==> src/rtl/hk_pkg.sv <==
// Shared constants and the round-robin search helper for hk_rr_mux.
package hk_pkg;

  localparam int unsigned HK_NCH     = 4;
  localparam int unsigned HK_DATA_W  = 8;
  localparam int unsigned HK_DEPTH   = 2;
  // Widest channel count the request vector and grant index can carry.
  localparam int unsigned HK_MAX_NCH = 16;

  typedef struct packed {
    logic       vld;
    logic [3:0] idx;
  } rr_grant_t;

  // First set bit of req found by scanning ptr, ptr+1, ... modulo nch.
  function automatic rr_grant_t rr_next(input logic [HK_MAX_NCH-1:0] req,
                                        input logic [3:0]            ptr,
                                        input int unsigned           nch);
    rr_grant_t   g;
    int unsigned c;
    g = '0;
    for (int unsigned k = 0; k < HK_MAX_NCH; k++) begin
      c = 32'(ptr) + k;
      if (c >= nch) c = c - nch;
      if (k < nch && !g.vld && req[c[3:0]]) begin
        g.vld = 1'b1;
        g.idx = c[3:0];
      end
    end
    return g;
  endfunction

endpackage

==> src/rtl/hk_fifo.sv <==
// Per-channel FIFO with wrap-bit pointers; push/pop are ignored when full/empty.
module hk_fifo #(
  parameter int unsigned DATA_W = 8,
  parameter int unsigned DEPTH  = 2
) (
  input  logic              clk,
  input  logic              rst_n,
  input  logic              push,
  input  logic              pop,
  input  logic [DATA_W-1:0] din,
  output logic [DATA_W-1:0] dout,
  output logic              full,
  output logic              empty
);

  localparam int unsigned AW = $clog2(DEPTH);

  logic [AW:0]       wr_ptr_q, wr_ptr_d;
  logic [AW:0]       rd_ptr_q, rd_ptr_d;
  logic [DATA_W-1:0] mem_q [DEPTH];
  logic [DATA_W-1:0] mem_d [DEPTH];

  assign full  = (wr_ptr_q[AW-1:0] == rd_ptr_q[AW-1:0]) && (wr_ptr_q[AW] != rd_ptr_q[AW]);
  assign empty = (wr_ptr_q == rd_ptr_q);
  assign dout  = mem_q[rd_ptr_q[AW-1:0]];

  // Next pointers and storage; push and pop may both happen in one cycle.
  always_comb begin
    mem_d    = mem_q;
    wr_ptr_d = wr_ptr_q;
    rd_ptr_d = rd_ptr_q;
    if (push && !full) begin
      mem_d[wr_ptr_q[AW-1:0]] = din;
      wr_ptr_d                = wr_ptr_q + (AW+1)'(1);
    end
    if (pop && !empty) begin
      rd_ptr_d = rd_ptr_q + (AW+1)'(1);
    end
  end

  // Pointer state resets to empty; storage contents are don't-care while empty.
  always_ff @(posedge clk) begin
    if (!rst_n) begin
      wr_ptr_q <= '0;
      rd_ptr_q <= '0;
    end else begin
      wr_ptr_q <= wr_ptr_d;
      rd_ptr_q <= rd_ptr_d;
    end
    mem_q <= mem_d;
  end

endmodule

==> src/rtl/hk_rr_mux.sv <==
// NCH buffered write channels merged onto one registered read channel by round-robin.
module hk_rr_mux
  import hk_pkg::*;
#(
  parameter int unsigned NCH    = HK_NCH,
  parameter int unsigned DATA_W = HK_DATA_W,
  parameter int unsigned DEPTH  = HK_DEPTH
) (
  input  logic                    clk,
  input  logic                    rst_n,
  input  logic [NCH-1:0]          wr_vld,
  output logic [NCH-1:0]          wr_rdy,
  input  logic [NCH*DATA_W-1:0]   wr_data,
  output logic                    rd_vld,
  input  logic                    rd_rdy,
  output logic [DATA_W-1:0]       rd_data,
  output logic [$clog2(NCH)-1:0]  rd_ch
);

  localparam int unsigned CW = $clog2(NCH);

  logic [NCH-1:0]        full, empty, push, pop;
  logic [DATA_W-1:0]     fifo_dout [NCH];
  logic [HK_MAX_NCH-1:0] req;
  rr_grant_t             grant;
  logic [CW-1:0]         grant_idx;
  logic                  load;
  logic                  unused_grant_idx;

  logic [CW-1:0]     ptr_q, ptr_d;
  logic              rd_vld_q, rd_vld_d;
  logic [DATA_W-1:0] rd_data_q, rd_data_d;
  logic [CW-1:0]     rd_ch_q, rd_ch_d;

  // Ready depends only on FIFO state and reset, never on rd_rdy or wr_vld.
  assign wr_rdy = ~full & {NCH{rst_n}};
  assign push   = wr_vld & wr_rdy;

  for (genvar i = 0; i < NCH; i++) begin : g_ch
    hk_fifo #(
      .DATA_W(DATA_W),
      .DEPTH (DEPTH)
    ) u_fifo (
      .clk  (clk),
      .rst_n(rst_n),
      .push (push[i]),
      .pop  (pop[i]),
      .din  (wr_data[i*DATA_W +: DATA_W]),
      .dout (fifo_dout[i]),
      .full (full[i]),
      .empty(empty[i])
    );
  end

  assign unused_grant_idx = ^grant.idx;

  // Arbitration: pick the next non-empty channel and pop it when the output register is free.
  always_comb begin
    req            = '0;
    req[NCH-1:0]   = ~empty;
    grant          = rr_next(req, 4'(ptr_q), NCH);
    grant_idx      = grant.idx[CW-1:0];
    load           = grant.vld && (!rd_vld_q || rd_rdy);
    pop            = '0;
    ptr_d          = ptr_q;
    if (load) begin
      pop[grant_idx] = 1'b1;
      ptr_d          = (32'(grant_idx) == NCH - 1) ? '0 : grant_idx + CW'(1);
    end
  end

  // Output register: reload on grant, otherwise drop valid once the beat is taken.
  always_comb begin
    rd_vld_d  = rd_vld_q;
    rd_data_d = rd_data_q;
    rd_ch_d   = rd_ch_q;
    if (load) begin
      rd_vld_d  = 1'b1;
      rd_data_d = fifo_dout[grant_idx];
      rd_ch_d   = grant_idx;
    end else if (rd_rdy) begin
      rd_vld_d  = 1'b0;
    end
  end

  // State update; reset discards the pending output beat and restarts arbitration at ch0.
  always_ff @(posedge clk) begin
    if (!rst_n) begin
      ptr_q     <= '0;
      rd_vld_q  <= 1'b0;
      rd_data_q <= '0;
      rd_ch_q   <= '0;
    end else begin
      ptr_q     <= ptr_d;
      rd_vld_q  <= rd_vld_d;
      rd_data_q <= rd_data_d;
      rd_ch_q   <= rd_ch_d;
    end
  end

  assign rd_vld  = rd_vld_q;
  assign rd_data = rd_data_q;
  assign rd_ch   = rd_ch_q;

endmodule

==> config.mk <==
export PLATFORM = sky130hd
export DESIGN_NAME = hk_rr_mux
export DESIGN_NICKNAME = d
export VERILOG_FILES = /design/src/rtl/hk_pkg.sv /design/src/rtl/hk_fifo.sv /design/src/rtl/hk_rr_mux.sv
export SDC_FILE = /design/constraint.sdc
export NUM_CORES = 1
export LEC_CHECK = 0
export CAP_MARGIN = 25
export CORE_MARGIN = 4
export CORE_UTILIZATION = 55
export CTS_CLUSTER_DIAMETER = 40
export DETAILED_ROUTE_END_ITERATION = 10
export PLACE_DENSITY = 0.9
export SLEW_MARGIN = 20
export SYNTH_ARGS = -nofsm -noshare
export SYNTH_HDL_FRONTEND = slang
export SYNTH_SLANG_ARGS = --single-unit
==> constraint.sdc <==
create_clock -name clk -period 4.73 [get_ports clk]
set_clock_uncertainty 0.2 [all_clocks]
set_input_delay 0.473 -clock clk [delete_from_list [all_inputs] [get_ports clk]]
set_output_delay 0.473 -clock clk [all_outputs]
set_load 0.005 [all_outputs]
# ---- After elaboration in Yosys (flattened, before gate mapping)
# Index checks and enable logic that the tools add are counted.
dict set report classes {
  addsub 16
  magnitude_cmp 23
  n_eq_ne 13
  muxes 49
  bitwise_logic 13
  n_reduce_logical 35
}
# op n
set ops {}
lappend ops {{8-bit two-way mux} 18}
lappend ops {{16-bit bitwise mux} 4}
lappend ops {{8-bit demux with 1-bit select} 4}
lappend ops {{1-bit logical AND} 21}
lappend ops {{4-bit by 5-bit < comparator with 1-bit output (second input constant)} 4}
lappend ops {{4-bit two-way mux} 5}
lappend ops {{5-bit two-way mux} 4}
lappend ops {{2-bit by 1-bit adder with 2-bit output (second input constant)} 9}
lappend ops {{1-bit binary-select mux with 4-bit select} 4}
lappend ops {{8-bit binary-select mux with 2-bit select} 1}
lappend ops {{2-bit greater-or-equal comparator (second input constant)} 8}
lappend ops {{1-bit inverter with 2-bit output} 8}
lappend ops {{3-bit greater-or-equal comparator (second input constant)} 4}
lappend ops {{1-bit zero test} 12}
lappend ops {{3-bit by 3-bit subtractor with 4-bit output (second input constant)} 3}
lappend ops {{4-bit AND} 2}
lappend ops {{2-bit equality test} 4}
lappend ops {{2-bit by 1-bit < comparator with 1-bit output (second input constant)} 4}
lappend ops {{4-bit inverter} 2}
lappend ops {{1-bit two-way mux} 7}
lappend ops {{2-bit by 2-bit adder with 3-bit output (second input constant)} 2}
lappend ops {{1-bit equality test} 4}
lappend ops {{1-bit inequality test} 4}
lappend ops {{2-bit by 3-bit subtractor with 4-bit output (second input constant)} 1}
lappend ops {{10 further kinds} 10}
dict set report totals {
  regBits 93
  inputBits 39
  out_inout_bits 15
  word_cells 169
}

# ---- Logic depth before layout (Yosys ltp)
# Gate-level depths: netlist of the first run.
dict set report depth {
  depth_word 20
  depth_mapped 16
  depth_no_buf 13
}

# ---- Hierarchy
# A second synthesis of the first run with hierarchy kept.
dict set report hier_totals {
  hier_cells 339
  area_unflattened_um2 4377.9
}
# module instances cells_each area_each_um2 seq_area_each_um2
set by_module_without_submodules {}
lappend by_module_without_submodules {hk_fifo 4 56 829.5 560.5}
lappend by_module_without_submodules {hk_rr_mux 1 115 1059.8 260.2}

# ---- Worst setup path before layout of the first run
# No wires, ideal clock.
dict set report synth_timing {
  kind {reg2reg}
  start {reg ptr_q[0]}
  end {reg g_ch[3].u_fifo.rd_ptr_q[1]}
  setup_time_ns 0.128
  arrival_ns 3.131
  t_required_ns 4.402
  setup_slack_ns 1.271
  path_stages_with_launch 17
  path_buffers 3
  period_less_slack_ns 3.459
  path_cell_list {dfxtp_1 clkbuf_1 inv_1 ha_1 buf_4 nand2b_1 or3_1 a211o_1 a211oi_2 a32oi_2 inv_1 buf_2 ha_1 and2_1 nand4_1 xor2_1 nor2_1}
}
dict set report synth_via {
  elab_chain_cells 20
  word_cells_on_any_way 41
  classes_between {add/sub: 7; order compare: 6; mux: 19; reduce/logical: 9}
}
# item line_no
set synth_rtl {}
lappend synth_rtl {{from (decl)} hk_rr_mux.sv:30} ;# logic [CW-1:0] ptr_q, ptr_d;
lappend synth_rtl {{from (signal assigned)} hk_rr_mux.sv:94} ;# ptr_q <= ptr_d;
lappend synth_rtl {{branches (longest 13 deep; another with 3-bit by 3-bit subtractor with 4-bit output)} -}
lappend synth_rtl {{5-bit two-way mux (*)} hk_pkg.sv:25} ;# if (k < nch && !g.vld && req[c[3:0]]) begin
lappend synth_rtl {{2-bit by 3-bit < comparator with 1-bit output (not written as such) or 2-bit by 1-bit greater-or-equal comparator with 1-bit output (tied branches)} hk_rr_mux.sv:67} ;# pop[grant_idx] = 1'b1;
lappend synth_rtl {{1-bit logical AND (not written as such)} hk_rr_mux.sv:67}
lappend synth_rtl {{1-bit two-way mux (not written as such)} hk_rr_mux.sv:67}
lappend synth_rtl {{1-bit demux with 2-bit select} hk_rr_mux.sv:67}
lappend synth_rtl {{4-bit two-way mux (*)} hk_rr_mux.sv:66} ;# if (load) begin
lappend synth_rtl {{1-bit logical AND (*)} hk_fifo.sv:36} ;# if (pop && !empty) begin
lappend synth_rtl {{to (signal assigned)} hk_fifo.sv:48} ;# rd_ptr_q <= rd_ptr_d;
lappend synth_rtl {{to (decl)} hk_fifo.sv:19} ;# logic [AW:0] rd_ptr_q, rd_ptr_d;
# Every way passes the cells marked *. The select of a mux whose other input is x is not followed.
# A chain may end at the register's enable or synchronous reset.

# ---- Worst setup path in the final report of the first run
# Ends and elaborated chain as after synthesis.

==> impl_metrics.tcl, run 1 <==
set metrics [dict create \
    run_status "completed" \
    ys_seq_area_share_pct 61.3 \
    grt_pass1_wl_um 13900 \
    route.detailed.wl_per_inst_um 18.1 \
    portBuffers 53 \
    async_reset_ff_share_pct 0 \
    arrival_ns 4.02 \
    crit_fanout 14 \
    vias 2833 \
    clkSlewWorstSetupHoldPaths_ns 0.09 \
    path_class "flip-flop to flip-flop" \
    grt_max_degree 25 \
    cts_tree "yes" \
    finalSetupViolations 0 \
    grt_usage_pct 20.8 \
    drv_cap 0 \
    hold_path.class "flip-flop to flip-flop" \
    ioPinCount 54 \
    cts_buffers 9 \
    final_util_pct 68.0 \
    core.rowCount 31 \
    synth_area_um2 4080 \
    synth-compound-area-share_pct 11.8 \
    die_h_um 94.1 \
    nFillCells 506 \
    finalCriticalPeriod_ns 4.00 \
    power_per_cell_area_nw_per_um2 584 \
    post-place-cells 466 \
    dpl.hpwl_um 6130 \
    cts_setup_buffers 0 \
    coreArea_um2 7210 \
    synth_edf_count 64 \
    synth_top_family_by_area "compound AO/OA/AOI/OAI gates" \
    cts_sinks 93 \
    end_kind "flip-flop" \
    required_ns 4.75 \
    area_delta_synth_final_pct 20.3 \
    die_w_um 94.1 \
    fin_hold_ws_ns 0.261 \
    synth-adder-area-share_pct 0.920 \
    drive_above_1_share_pct 9.11 \
    period_share_pct 84.6 \
    p_leak_nw 1.71 \
    root_buffer "clkbuf_8" \
    synth_cell_types 40 \
    slew_violations 0 \
    synth_xor_area_share_pct 4.94 \
    antenna_found_initial 0 \
    worstMarginPinSlew_ns 1.00 \
    mostFrequentLayoutCells "edfxtp_1, clkdlybuf4s50_1, nand2_1, dfxtp_1, nor2_1" \
    synth_nets 373 \
    drtIter0Drc 319 \
    hold_viol 0 \
    routed_wl_um 8760 \
    fin_ws_ns 0.726 \
    htreeDepth 3 \
    holdBufCountCts 0 \
    dr.pass1.iters 4 \
    rsz0062_at_grt "no" \
    grt_pass1_vias 2844 \
    start_kind "flip-flop" \
    clk_latency_ns 0.35 \
    grt_overflow 0 \
    synthMuxAreaShare_pct 9.08 \
    cts_resized 0 \
    cts_buffer_depth 2 \
    clock.fmax_mhz 250 \
    yosysWarningCount 0 \
    synth_area_per_cell_um2 12.3 \
    slew_headroom_pct 33.3 \
    num-nets-final 421 \
    viasPerCell 5.87 \
    fin_cells 483 \
    antenna_left 0 \
    multi_input_area_um2 1480 \
    antenna_cells 0 \
    finalSetupTns_ns 0 \
    yosys.area_share.simple_pct 9.57 \
    place.gp.congestion 0.883 \
    ir_drop_v 0.000325 \
    start_util_pct 56.5 \
    drc 0 \
    place_ws_ns 0.893 \
    yosys_most_used_dff "edfxtp_1" \
    seqCellArea_um2 2500 \
    syn_inst 331 \
    ys_ff_latch 93 \
    dieArea_um2 8860 \
    final_common_cell "edfxtp_1" \
]
[registers in the layout (all words and copies together), names as in the netlist]
register,flops
g_ch.u_fifo.mem_q,64
g_ch.u_fifo.rd_ptr_q,8
g_ch.u_fifo.wr_ptr_q,8
rd_data,8
ptr_q,2
rd_ch,2
rd_vld,1
[power breakdown]
| group | switching (mW) | total (mW) | internal, mW |
|---|---|---|---|
| Sequential | 0.0936 | 1.06 | 0.970 |
| Clock | 0.269 | 0.620 | 0.351 |
| Combinational | 0.722 | 1.18 | 0.462 |
| Total | 1.08 | 2.87 | 1.78 |
[synth_stat cells (5+ instances only)]
cell type	instances	area share, %
clkbuf_1	13	1.2
mux2i_1	19	4.7
xnor2_1	11	2.4
xor2_1	12	2.6
inv_1	5	0.46
nor2_1	20	1.8
edfxtp_1	64	47
nand2b_1	7	1.1
nand2_1	34	3.1
o221ai_1	17	3.7
nand3_1	7	0.86
a31oi_1	8	1.2
mux2_2	16	4.4
o21ai_0	10	1.2
a21oi_1	18	2.2
dfxtp_1	29	14
[final timing paths]
path | start | endpoint | slack, ns | depth (start not counted)
worst max-delay path | ptr_q[0] | g_ch[3].u_fifo.rd_ptr_q[1] | 0.73 | 13
worst min-delay path | rd_ch[0] | rd_ch[0] | 0.26 | 2
worst max register to register | ptr_q[0] | g_ch[3].u_fifo.rd_ptr_q[1] | 0.73 | 13
worst min register to register | rd_ch[0] | rd_ch[0] | 0.26 | 2
[cell families (layout without fill, tap and decap cells)]
kind of cell             count (synthesis)  after routing
multiplexers                            35             35
AND/OR/NAND/NOR                         85             85
buffers and inverters                   23             76
AO/OA/AOI/OAI                           69             69
XOR/XNOR                                23             23
adder cells (fa/ha/maj)                  3              3
flip-flops                              93             93
[final cells by class]
class,instances,share of cell area (%)
clock buffer,10,2.60
clock inverter,6,2.24
inverter,6,0.459
multi-input combinational,215,30.2
sequential,93,51.0
tap,99,2.52
timing repair buffer,54,11.0
[metrics by stage]
stage	area [um2]	total power [mW]
after CTS	4900	2.83
after floorplan	4080	1.90
after detailed placement	4660	2.20
after global placement	4660	2.16
final	4910	2.87
after global routing	4910	3.04
[per-layer routing]
layer | wire (um) | vias to the layer above | share of wire, % | global-route usage, %
li1 | - | 1333 | - | -
met1 | 3600 | 1345 | 41 | 26.7
met2 | 4340 | 134 | 50 | 34.5
met3 | 598 | 21 | 6.8 | 3.69
met4 | 214 | 0 | 2.4 | 8.78
met5 | 0 | - | 0 | 0
[worst max-delay path, stage by stage (launching register included)]
cell      delay [ns]
dfxtp_1         0.55
inv_1           0.14
ha_1            0.47
nand2b_1        0.11
or3_1           0.37
a211o_1         0.29
a211oi_2        0.34
a32oi_2         0.23
inv_1           0.41
ha_1            0.25
and2_1          0.17
nand4_1         0.12
xor2_1          0.17
nor2_1          0.05
No activity file was read; power rests on OpenSTA's default activity.
==> inputs of run 2 (changes only) <==
CORE_UTILIZATION = 49   (was 55)
PLACE_DENSITY = 0.85   (was 0.9)
clock period = 3.43 ns   (was 4.73 ns; I/O delays follow)
==> run 2 against run 1 <==
Net effect: hold slack got worse by 0.00090 ns; routed wire length fell by 1.4%; first-iteration DRC count down 36%; count of clock-buffer cells in the layout decreased by 1; combinational power is 56% higher; die area is 11% higher; total power up 35%; sequential cell count is the same; design area grew 0.56%; clock power shrank 2%; utilization down 7.7 points; largest cell class unchanged.
==> impl_metrics.tcl, run 2 (same netlist as run 1, synthesis figures left out) <==
set metrics [dict create \
    grt_pass1_vias 2866 \
    finalSetupViolations 0 \
    antenna_found_initial 0 \
    final_common_cell "edfxtp_1" \
    routed_wl_um 8630 \
    arrival_ns 3.28 \
    sw_frac_of_total_pct 39.5 \
    regMostFlops "g_ch.u_fifo.mem_q" \
    p_leak_nw 1.73 \
    antenna_cells 0 \
    path_class "flip-flop to flip-flop" \
    grt_max_degree 24 \
    clkSlewWorstSetupHoldPaths_ns 0.08 \
    worstHoldStart "rd_ch[0]" \
    finalCriticalPeriod_ns 3.20 \
    holdPathStages 2 \
    largest_reg_flops 64 \
    die_w_um 99.2 \
    root_buffer "clkbuf_8" \
    drv_cap 0 \
    core.rowCount 33 \
    hold_path.class "flip-flop to flip-flop" \
    htreeDepth 3 \
    clk_latency_ns 0.35 \
    slew_violations 0 \
    grt_overflow 0 \
    nFillCells 646 \
    rr_endpoint "g_ch[2].u_fifo.rd_ptr_q[0]" \
    coreArea_um2 8180 \
    p_switching_mw 1.53 \
    regToRegSetupSlack_ns 0.23 \
    slew_headroom_pct 48.7 \
    required_ns 3.51 \
    mostFrequentLayoutCells "edfxtp_1, clkdlybuf4s50_1, nand2_1, dfxtp_1, nor2_1" \
    route.detailed.wl_per_inst_um 17.3 \
    dr.pass1.iters 5 \
    worstMarginPinSlew_ns 0.767 \
    seqPwrFrac_pct 37.0 \
    cts_tree "yes" \
    clock.fmax_mhz 312 \
    num-nets-final 432 \
    rsz0062_at_grt "no" \
    finalSetupTns_ns 0 \
    viasPerCell 5.77 \
    hold_viol 0 \
    end_kind "flip-flop" \
    rr_startpoint "ptr_q[1]" \
    p_int_mw 2.34 \
    area_delta_synth_final_pct 21.0 \
    cts_buffers 9 \
    power_per_cell_area_nw_per_um2 785 \
    period_share_pct 93.3 \
    drive_above_1_share_pct 11.2 \
    start_kind "flip-flop" \
    clkPwrFrac_pct 15.6 \
    portBuffers 53 \
    ioPinCount 54 \
    fin_total_pwr_mw 3.87 \
    start_util_pct 49.9 \
    crit_fanout 13 \
    r2r_cells 10 \
    holdBufCountCts 0 \
    dieArea_um2 9850 \
    cts_buffer_depth 2 \
    cts_sinks 93 \
    grt_pass1_wl_um 14000 \
    drc 0 \
    min_to "rd_ch[0]" \
    place.gp.congestion 0.822 \
    drtIter0Drc 203 \
    die_h_um 99.2 \
    ir_drop_v 0.000416 \
    grt_usage_pct 17.9 \
    vias 2881 \
    p_comb_share_pct 47.4 \
    antenna_left 0 \
    final_util_pct 60.4 \
    run_status "completed" \
    dpl.hpwl_um 6170 \
]
==> run 2: power by group through the flow <==
stage                     sequential, mW  combinational (mW)  clock (mW)
after global routing                1.44                2.02       0.669
after detailed placement            1.45                1.73           0
after floorplan                     1.42                1.20           0
after global placement              1.45                1.68           0
after CTS                           1.43                1.75       0.620
final                               1.43                1.84       0.606
==> run 2: timing repair <==
item / CTS / global route
setup buffers: 0 / 1
gates resized for setup: 0 / 3
setup endpoints to repair: 0 / 12
==> run 2: layout make-up <==
type	count	area [um2]	share of cell area [%]
Clock buffer	9	124	2.51
Sequential cell	93	2500	50.7
Tap cell	105	131	2.66
Timing Repair Buffer	65	621	12.6
Multi-Input combinational cell	215	1500	30.5
Inverter	6	22.5	0.456
Clock inverter	6	31.3	0.634
==> run 2: worst max-delay path by stage <==
stage	endpoint	slack [ns]	start	cells after the start
floorplan	g_ch[3].u_fifo.rd_ptr_q[1]	0.09	ptr_q[0]	16
global placement	g_ch[2].u_fifo.rd_ptr_q[0]	0.30	ptr_q[1]	10
detailed placement	g_ch[2].u_fifo.rd_ptr_q[0]	0.20	ptr_q[1]	10
CTS	g_ch[2].u_fifo.rd_ptr_q[0]	0.15	ptr_q[1]	10
global route	g_ch[2].u_fifo.rd_ptr_q[0]	0.04	ptr_q[1]	10
finish	g_ch[2].u_fifo.rd_ptr_q[0]	0.23	ptr_q[1]	10
==> run 2: metrics by stage <==
stage	setup WS (ns)	hold WS [ns]	area, um2	std cells
after floorplan	0.0924	0.242	4080	331
after global placement	0.299	0.244	4750	483
after detailed placement	0.199	0.250	4750	483
after CTS	0.146	0.261	4910	498
after global routing	0.0433	0.325	4930	499
final	0.229	0.260	4930	499
==> run 2: metal layers <==
layer / vias up / wire, um / track usage [%]
met5: - / 0 / 0
met4: 0 / 179 / 6.51
met3: 13 / 541 / 4.07
met2: 113 / 4330 / 29.3
met1: 1394 / 3580 / 23.5
li1: 1361 / - / -
==> run 2: critical path, stage by stage, from the launching register on <==
cell      delay (ns)
dfxtp_1         0.40
inv_1           0.13
ha_4            0.33
nand2b_1        0.07
or3_1           0.38
a211o_1         0.33
a211oi_4        0.31
a32oi_2         0.10
buf_4           0.21
or4_1           0.50
a21oi_1         0.15
==> inputs of run 3 (changes only) <==
CORE_UTILIZATION = 55   (was 49)
HOLD_SLACK_MARGIN = 0.02   (was unset)
PLACE_DENSITY = 0.9   (was 0.85)
clock period = 3 ns   (was 3.43 ns; I/O delays follow)
==> run 3 against run 2 <==
Net effect: design area rose by 4.5%; worst setup slack got worse by 0.15 ns; via count is 4.1% higher; sequential power is 14% higher; critical endpoint is now g_ch[3].u_fifo.rd_ptr_q[1].
==> impl_metrics.tcl, run 3 (same netlist as run 1, synthesis figures left out) <==
set metrics [dict create \
    run_status "completed" \
    worstHoldStart "rd_ch[0]" \
    grt_pass1_vias 2951 \
    place_ws_ns 0.0608 \
    hold_path.class "flip-flop to flip-flop" \
    cts_sinks 93 \
    routed_wl_um 9190 \
    cts_tree "yes" \
    drc 0 \
    fin_total_pwr_mw 4.87 \
    antenna_found_initial 0 \
    clkSlewWorstSetupHoldPaths_ns 0.09 \
    arrival_ns 2.99 \
    clk_latency_ns 0.37 \
    root_buffer "clkbuf_8" \
    route.detailed.wl_per_inst_um 18.1 \
    vias 3000 \
    start_util_pct 56.5 \
    placed_cell_area_um2 4840 \
    portBuffers 53 \
    start_kind "flip-flop" \
    final_common_cell "edfxtp_1" \
    drtIter0Drc 238 \
    final_cell_area_um2 5160 \
    largest_reg_flops 64 \
    fin_ws_ns 0.0839 \
    required_ns 3.07 \
    drv_cap 0 \
    end_kind "flip-flop" \
    ir_drop_v 0.000465 \
    crit_fanout 5 \
    holdBufCountCts 0 \
    area_delta_synth_final_pct 26.4 \
    slew_violations 0 \
    die_w_um 94.1 \
    finalSetupViolations 0 \
    r2r_cells 13 \
    slew_headroom_pct 67.4 \
    antenna_left 0 \
    coreArea_um2 7210 \
    p_leak_nw 1.84 \
    grt_pass1_wl_um 14200 \
    regToRegSetupSlack_ns 0.08 \
    cts_buffers 9 \
    drive_above_1_share_pct 18.1 \
    rr_startpoint "ptr_q[1]" \
    antenna_cells 0 \
    period_share_pct 97.2 \
    mostFrequentLayoutCells "edfxtp_1, clkdlybuf4s50_1, nand2_1, dfxtp_1, buf_4" \
    core.rowCount 31 \
    grt_usage_pct 21.4 \
    path_class "flip-flop to flip-flop" \
    power_per_cell_area_nw_per_um2 944 \
    place.gp.congestion 0.895 \
    regMostFlops "g_ch.u_fifo.mem_q" \
    clock.fmax_mhz 343 \
    ioPinCount 54 \
    dr.pass1.iters 5 \
    die_h_um 94.1 \
    rr_endpoint "g_ch[3].u_fifo.rd_ptr_q[1]" \
    finalSetupTns_ns 0 \
    htreeDepth 3 \
    num-nets-final 446 \
    finalCriticalPeriod_ns 2.92 \
    cts_buffer_depth 2 \
    nFillCells 502 \
    min_to "rd_ch[0]" \
    dieArea_um2 8860 \
    grt_overflow 0 \
    hold_viol 0 \
    grt_max_degree 24 \
    dpl.hpwl_um 6380 \
    viasPerCell 5.91 \
    worstMarginPinSlew_ns 0.490 \
    holdPathStages 2 \
]
[run 3: worst max-delay path, stage by stage (launching register included)]
cell and delay [ns]:
dfxtp_2 0.36, inv_4 0.05, ha_4 0.30, nand2b_4 0.06
or3_1 0.32, a211o_1 0.31, a211oi_4 0.32, o21ai_2 0.15
inv_2 0.14, ha_4 0.14, and2_4 0.13, nand4_1 0.11
xor2_1 0.16, nor2_1 0.05
[run 3: report_power, final]
group / switching (mW) / leakage (nW) / internal (mW) / total, mW
Clock: 0.450 / 0.110 / 0.473 / 0.923
Sequential: 0.0988 / 0.826 / 1.53 / 1.63
Combinational: 1.31 / 0.908 / 1.01 / 2.32
Total: 1.86 / 1.84 / 3.01 / 4.87
[run 3: layout make-up]
| cell class | count | area (um2) | area share, % |
|---|---|---|---|
| well taps | 99 | 124 | 2.40 |
| clock buffers | 9 | 124 | 2.40 |
| repair buffers | 79 | 729 | 14.1 |
| inverters | 6 | 31.3 | 0.607 |
| multi-input cells | 215 | 1550 | 30.1 |
| clock inverters | 7 | 93.8 | 1.82 |
| flip-flops and latches | 93 | 2500 | 48.6 |
[run 3: worst max path at each step]
stage	from	end	cells past startpoint
after detailed placement	ptr_q[1]	g_ch[3].u_fifo.rd_ptr_q[1]	13
after floorplan	ptr_q[0]	g_ch[3].u_fifo.rd_ptr_q[1]	16
after global routing	ptr_q[1]	g_ch[3].u_fifo.rd_ptr_q[1]	13
after global placement	ptr_q[1]	g_ch[3].u_fifo.rd_ptr_q[1]	13
after CTS	ptr_q[1]	g_ch[3].u_fifo.rd_ptr_q[1]	13
final	ptr_q[1]	g_ch[3].u_fifo.rd_ptr_q[1]	13
[run 3: timing repair]
item | in CTS | in global routing
resized for setup | 0 | 11
setup endpoints to repair | 0 | 15
buffers inserted | 0 | 6
[run 3: metal layers]
layer  GRT usage, %  vias to the layer above  part of all wire, %
met4           9.51                        0                  2.5
met3           5.29                       24                  6.6
met2           36.3                      126                   51
met5              0                        -                    0
met1           25.8                     1461                   40
li1               -                     1389                    -
[run 3: metrics by stage]
stage	instances	utilization (%)	hold WS, ns
final	508	71.5	0.272
after global routing	508	71.5	0.287
after CTS	502	70.2	0.270
after detailed placement	486	67.1	0.257
after global placement	486	67.1	0.250
after floorplan	331	-	0.199
